**config.mk**
```make
export PLATFORM = sky130hd
export DESIGN_NAME = stream_argmin
export DESIGN_NICKNAME = d
export VERILOG_FILES = /design/src/rtl/stream_argmin.sv
export SDC_FILE = /design/constraint.sdc
export NUM_CORES = 1
export LEC_CHECK = 0
export ABC_AREA = 1
export BUFFER_PORTS_ARGS = -buffer_cell sky130_fd_sc_hd__buf_2
export CORE_MARGIN = 2
export CORE_UTILIZATION = 47
export DETAILED_ROUTE_END_ITERATION = 12
export PLACE_DENSITY = 0.71
export SLEW_MARGIN = 20
export SYNTH_ARGS = -nofsm -noshare
export SYNTH_HDL_FRONTEND = slang
export SYNTH_SLANG_ARGS = --single-unit
```
**constraint.sdc**
```tcl
create_clock -name clk -period 1.6 [get_ports clk]
set_input_delay 0.48 -clock clk [delete_from_list [all_inputs] [get_ports clk]]
set_output_delay 0.48 -clock clk [all_outputs]
set_load 0.01 [all_outputs]
```
**src/rtl/stream_argmin.sv**
```systemverilog
// stream_argmin: sequential argmin over a valid/ready sample stream.
// Each frame yields its minimum value, the index of the first occurrence of that
// minimum, and the number of samples accepted. The result is held on out_* until
// it is accepted. A frame that reaches MAX_LEN beats without in_last is cut off
// there and reported with overflow set.
module stream_argmin #(
    parameter int DATA_W  = 8,
    parameter int MAX_LEN = 16,
    parameter int IDX_W   = $clog2(MAX_LEN)
) (
    input  logic              clk,
    input  logic              rst,
    input  logic              in_valid,
    output logic              in_ready,
    input  logic [DATA_W-1:0] in_data,
    input  logic              in_last,
    output logic              out_valid,
    input  logic              out_ready,
    output logic [DATA_W-1:0] out_min,
    output logic [IDX_W-1:0]  out_idx,
    output logic [IDX_W:0]    out_count,
    output logic              overflow
);

    typedef enum logic [1:0] {
        IDLE  = 2'd0,
        ACCUM = 2'd1,
        HOLD  = 2'd2
    } state_t;

    localparam logic [IDX_W:0] MAX_CNT = (IDX_W + 1)'(MAX_LEN);

    state_t             state_q, state_d;
    logic [DATA_W-1:0]  min_q, min_d;
    logic [IDX_W-1:0]   idx_q, idx_d;
    logic [IDX_W:0]     cnt_q, cnt_d;
    logic               load_out;
    logic               ovf_set;
    logic               beat;

    // in_ready comes only from the registered state, so it has no combinational path from out_ready.
    assign in_ready  = (state_q != HOLD);
    assign out_valid = (state_q == HOLD);
    assign beat      = in_valid & in_ready;

    // Next-state and running min/index/count update; decides when the result is loaded.
    always_comb begin
        // NOTE: every output of this block gets a default first, so no path leaves one unassigned and no latch is inferred.
        state_d  = state_q;
        min_d    = min_q;
        idx_d    = idx_q;
        cnt_d    = cnt_q;
        load_out = 1'b0;
        ovf_set  = 1'b0;
        case (state_q)
            IDLE: begin
                if (beat) begin
                    min_d = in_data;
                    idx_d = '0;
                    cnt_d = (IDX_W + 1)'(1);
                    if (in_last) begin
                        state_d  = HOLD;
                        load_out = 1'b1;
                    end else begin
                        state_d = ACCUM;
                    end
                end
            end
            ACCUM: begin
                if (beat) begin
                    // Strict less-than: an equal value never replaces the stored one, so the earliest index is kept.
                    if (in_data < min_q) begin
                        min_d = in_data;
                        idx_d = cnt_q[IDX_W-1:0];
                    end
                    cnt_d = cnt_q + 1'b1;
                    if (in_last || (cnt_d == MAX_CNT)) begin
                        state_d  = HOLD;
                        load_out = 1'b1;
                        ovf_set  = !in_last;
                    end
                end
            end
            HOLD: begin
                if (out_ready) begin
                    state_d = IDLE;
                end
            end
            default: state_d = IDLE;
        endcase
    end

    // State, running accumulators, and result registers that are loaded only when HOLD is entered.
    always_ff @(posedge clk or posedge rst) begin
        if (rst) begin
            state_q   <= IDLE;
            min_q     <= '0;
            idx_q     <= '0;
            cnt_q     <= '0;
            out_min   <= '0;
            out_idx   <= '0;
            out_count <= '0;
            overflow  <= 1'b0;
        end else begin
            // NOTE: non-blocking assignments, so every register here samples the pre-edge values.
            state_q <= state_d;
            min_q   <= min_d;
            idx_q   <= idx_d;
            cnt_q   <= cnt_d;
            if (load_out) begin
                out_min   <= min_d;
                out_idx   <= idx_d;
                out_count <= cnt_d;
                overflow  <= ovf_set;
            end else if (beat && (state_q == IDLE)) begin
                overflow <= 1'b0;
            end
        end
    end

endmodule
```
## After elaboration in Yosys (flattened, before gate mapping)

Cells that the tools add are included.

- Bits in registers: 37
- Bits of input ports: 13
- Logic and storage cells: 52

- $add $sub $neg: 1
- Magnitude comparators: 1
- Equal/unequal tests: 8
- Mux-type cells: 27
- Bitwise gates (word level): 1
- Reductions and logical operators: 6

Operators with widths:

| operator | count |
|---|---|
| 8-bit two-way mux | 3 |
| 8-bit case mux with 2 select lines | 1 |
| 4-bit two-way mux | 3 |
| 2-bit two-way mux | 5 |
| 5-bit two-way mux | 2 |
| 5-bit case mux with 2 select lines | 1 |
| 1-bit two-way mux | 9 |
| 8-bit < comparator | 1 |
| 2-bit inequality test (second input constant) | 4 |
| 4-bit case mux with 2 select lines | 1 |
| 2-bit case mux with 3 select lines | 1 |
| 5-bit by 1-bit adder with 5-bit output (second input constant) | 1 |
| 5-bit equality test (second input constant) | 1 |
| 4-bit AND reduction | 1 |
| 2-bit by 1-bit equality test with 1-bit output (second input constant) | 1 |
| 2-bit equality test (second input constant) | 1 |
| 2-bit logical NOT | 1 |
| 2-bit by 1-bit inequality test with 1-bit output (second input constant) | 1 |
| 1-bit case mux with 2 select lines | 1 |
| 2-bit nonzero test | 1 |
| 1-bit bitwise AND | 1 |
| 1-bit logical AND | 1 |
| 1-bit logical NOT | 1 |
| 1-bit logical OR | 1 |

## Depth between registers and ports, before layout

- Depth after elaboration: 7
- Mapped depth: 13
- Depth with buffers taken out: 13

## Worst setup path before layout

Ideal clock, no wire load.

- Path type: input to register
- Start: input in_data[5]
- End: register out_idx[2]
- Setup time: 0.115 ns
- Arrival time: 1.570 ns
- Path slack: -0.084 ns
- Cell stages on the path: 11
- Cells stage by stage: ha_1 > nand2_1 > nand2_1 > nand3_1 > nand2_1 > nor2_8 > nand3_4 > nand3_1 > nand2_2 > nand2_2 > nand2_2

- Word-level cells in the longest chain between the ends: 4

RTL lines:

| element | line | source |
|---|---|---|
| from (decl) | 15 | `input logic [DATA_W-1:0] in_data,` |
| 8-bit < comparator | 72 | `if (in_data < min_q) begin` |
| 4-bit two-way mux | 72 |  |
| 4-bit two-way mux | 70 | `if (beat) begin` |
| 4-bit case mux with 2 select lines | 55 | `case (state_q)` |
| via idx_d[2] | 35 | `logic [IDX_W-1:0] idx_q, idx_d;` |
| to (signal assigned) | 112 | `out_idx <= idx_d;` |
| to (decl) | 20 | `output logic [IDX_W-1:0] out_idx,` |

The timed path passes the listed nets, and every way through them passes these cells.
A chain may end at the register's enable or synchronous reset.

## Worst setup path in the final report

- Start: register cnt_q[1]
- End: register out_count[0]

- Word-level cells in the longest chain between the ends: 6

RTL lines:

| element | line | source |
|---|---|---|
| from (decl) | 36 | `logic [IDX_W:0] cnt_q, cnt_d;` |
| from (signal assigned) | 109 | `cnt_q <= cnt_d;` |
| 5-bit by 1-bit adder with 5-bit output | 76 | `cnt_d = cnt_q + 1'b1;` |
| 5-bit equality test | 77 | `if (in_last \|\| (cnt_d == MAX_CNT)) begin` |
| 1-bit logical OR | 77 |  |
| 1-bit two-way mux | 77 |  |
| 1-bit two-way mux | 70 |  |
| 1-bit case mux with 2 select lines | 55 |  |
| to (signal assigned) | 113 | `out_count <= cnt_d;` |
| to (decl) | 21 | `output logic [IDX_W:0] out_count,` |

No other way between the ends.

==> qor.csv <==
stage;metric;value;unit
run_status;status;complete, but fails checks;
run_status;failing checks;negative setup slack;
grt;largest net degree at the start of global routing;38;
cts;htree depth;2;
worst_setup_path;Worst Setup Path Type;reg2reg;
grt;grt total ovfl;0;
synthesis;synth cell count leaders;nand2_1, dfrtp_1, inv_1;
power;total power;5.21;mW
cts;Clock transition at path regs;70;ps
power;PwrDens;1700;nW/um^2
cts;number of buffers created by CTS;5;
synthesis;synthesized cell area;2130;sq um
worst_setup_path;Worst Path Required;1780;ps
synthesis;Synth Warn #;0;
worst_setup_path;Critical Path Sink Type;flop;
worst_setup_path;Reg2Reg Depth;9;
grt;initial antenna violation count;0;
detailed_routing;Final Routed Wirelength;5750;um
worst_setup_path;Critical Path AT;1920;ps
detailed_routing;drt first pass iters;7;
synthesis;Synth Instances;266;
cts;clk buf depth;2;
synthesis;flops & latches, synth;37;
worst_setup_path;R2R Path End;out_count[0]$_DFFE_PP0P_;
detailed_routing;WL/cell;14.3;um
floorplanning;io pins;33;
final_layout;Nets;374;
sta;slew margin rel.;0.682;
final_layout;post-route cell area;3070;sq um
final_layout;diode count;0;
detailed_routing;Residual DRC;0;
sta;RSZ-0062 raised after global routing;yes;
synthesis;sequential area share after synthesis;0.435;
floorplanning;total core area;4350;sq um
sta;Tmin final;1740;ps
cts;CTS tree;built;
sta;Final setup viols;20;
placed_design;post-DP HPWL;3540;um
sta;Final Hold Fails;0;
detailed_routing;DR vias/cell;5.11;
placed_design;IO buf count;32;
floorplanning;Initial Util;0.489;
grt;GR Util All Layers;0.216;
detailed_routing;ANT nets after route;0;
cts;Worst-Skew Late Latency;290;ps
synthesis;ys flop type;dfrtp_1;
worst_setup_path;internal reg-to-reg setup slack;-140;ps
power;Peak VDD IR;0.000788;V
floorplanning;Die W;71.3;um
power;Leakage Power;1.63;nW
worst_setup_path;critical-path maximum fanout;8;
placed_design;Post-Place Cell Area;2670;sq um
final_layout;area grow syn2layout;44.0;%
sta;Setup Skew;6.74;ps
floorplanning;DIE AREA;5090;sq um
final_layout;layout cell share with drive strength beyond 1;0.459;
synthesis;Post-synth EDFFs;0;
sta;worst-margin pin slew;478;ps
synthesis;post-synthesis cell type count;27;
cts;CTS root buf;clkbuf_8;
sta;Max Slew Vio Count;0;
floorplanning;chip height;71.3;um
min_path;Worst Hold Class;in2async;
final_layout;post-route insts no fill;403;
sta;final worst setup slack;-141;ps
worst_setup_path;Startpoint Class;flop;
sta;max frequency;575;MHz
detailed_routing;vias after detailed routing;2061;
sta;fin crit share;1.09;
cts;Sink Count;37;
grt;first-pass GRT wire length;8550;um
detailed_routing;Initial DRC Count;231;
worst_setup_path;startpoint of the worst register-to-register path;cnt_q[1]$_DFF_PP0_;
placed_design;cell count after placement;380;
synthesis;synthesized area per cell;8.01;sq um
placed_design;RePlAce Congestion;0.858;
synthesis;most common cell in the netlist;nand2_1;
synthesis;area leader, netlist;dfrtp_1;
synthesis;Synth Net Count;289;
flow_run;total of max-cap violations;0;
synthesis;share of the synthesized area in the top cell type;0.435;
synthesis;fraction of synthesis flops using an asynchronous set or reset pin;1.00;
grt;number of global-route vias before repair;1844;
placed_design;pre-CTS setup slack;-292;ps
floorplanning;# rows;24;
synthesis;dominant cells by area after synthesis;dfrtp_1, nand2_1, inv_1;
-- metal layers --
layer | track usage | up-vias | share of wire
met5 | 0 | - | 0
met4 | 0.0566 | 0 | 0.024
met2 | 0.340 | 88 | 0.47
met3 | 0.0422 | 18 | 0.058
met1 | 0.307 | 942 | 0.44
li1 | - | 1013 | -
-- kinds of logic after synthesis --
| family | Yosys count | synth area share |
|---|---|---|
| compound gates | 37 | 0.0916 |
| xor+xnor | 3 | 0.0123 |
| fa+ha+maj | 10 | 0.0587 |
| buf+inv | 46 | 0.0898 |
| flops | 37 | 0.435 |
| simple gates | 133 | 0.313 |
-- how the worst max path moves through the flow --
stage                             from                       end  slack (ps)  depth (start not counted)
CTS                 cnt_q[1]$_DFF_PP0_  out_count[2]$_DFFE_PP0P_        -170                          9
finish              cnt_q[1]$_DFF_PP0_  out_count[0]$_DFFE_PP0P_        -140                          9
floorplan                   in_data[5]    out_idx[2]$_DFFE_PP0P_         -10                         12
detailed placement          in_data[3]    out_idx[0]$_DFFE_PP0P_        -290                         11
global placement            in_data[5]    out_idx[0]$_DFFE_PP0P_        -240                         13
global route        cnt_q[2]$_DFF_PP0_    out_min[1]$_DFFE_PP0P_        -200                          8
-- stage by stage --
step | utilization | hold WS [ps] | TNS, ps
detailed placement | 0.613 | 459 | -5650
CTS | 0.652 | 310 | -2540
finish | 0.705 | 289 | -2280
floorplan | - | 484 | -31.2
global route | 0.705 | 334 | -3760
global placement | 0.613 | 458 | -4330
-- timing repair --
action	CTS	global route
gates resized for setup	4	41
buffers inserted	7	7
cloned	1	1
setup endpoints to repair	24	37
hold buffers	0	0
pin swaps	4	19
-- final cells by class --
type	count	area, sq um
well taps	52	65.1
inverters	41	161
clock inverters	1	7.51
fillers	320	1290
flip-flops and latches	37	928
multi-input cells	185	1250
repair buffers	81	568
clock buffers	6	82.6
-- state kept, by name (all words and copies together) (netlist names) --
register	flops
cnt_q	5
idx_q	4
min_q	8
out_count	5
out_idx	4
out_min	8
overflow	1
state_q	2
-- where the power goes --
group / internal, mW / switching [mW]
registers: 1.25 / 0.190
logic: 1.34 / 1.75
clock network: 0.341 / 0.341
-- cells in the final DEF, fill, tap and decap left out, drive strengths merged --
cell	synthesis	final
xor2	3	3
clkinvlp	0	1
clkbuf	1	6
ha	10	10
nand2	95	96
a21oi	11	11
inv	40	40
a22oi	1	1
clkinv	1	1
buf	4	81
dfrtp	37	37
o311ai	1	1
a22o	1	1
nor2	12	13
o21ai	23	23
nand3b	2	2
nand3	24	24
-- critical path, stage by stage (launching register included) --
cell and delay, ps:
dfrtp_2 450, ha_4 190, xor2_2 160, nor2_2 140
nand3b_4 110, nand2_4 90, nand3b_1 180, buf_6 200
nand2_2 50, o21ai_1 60
Power figures use the tool's default switching activity.
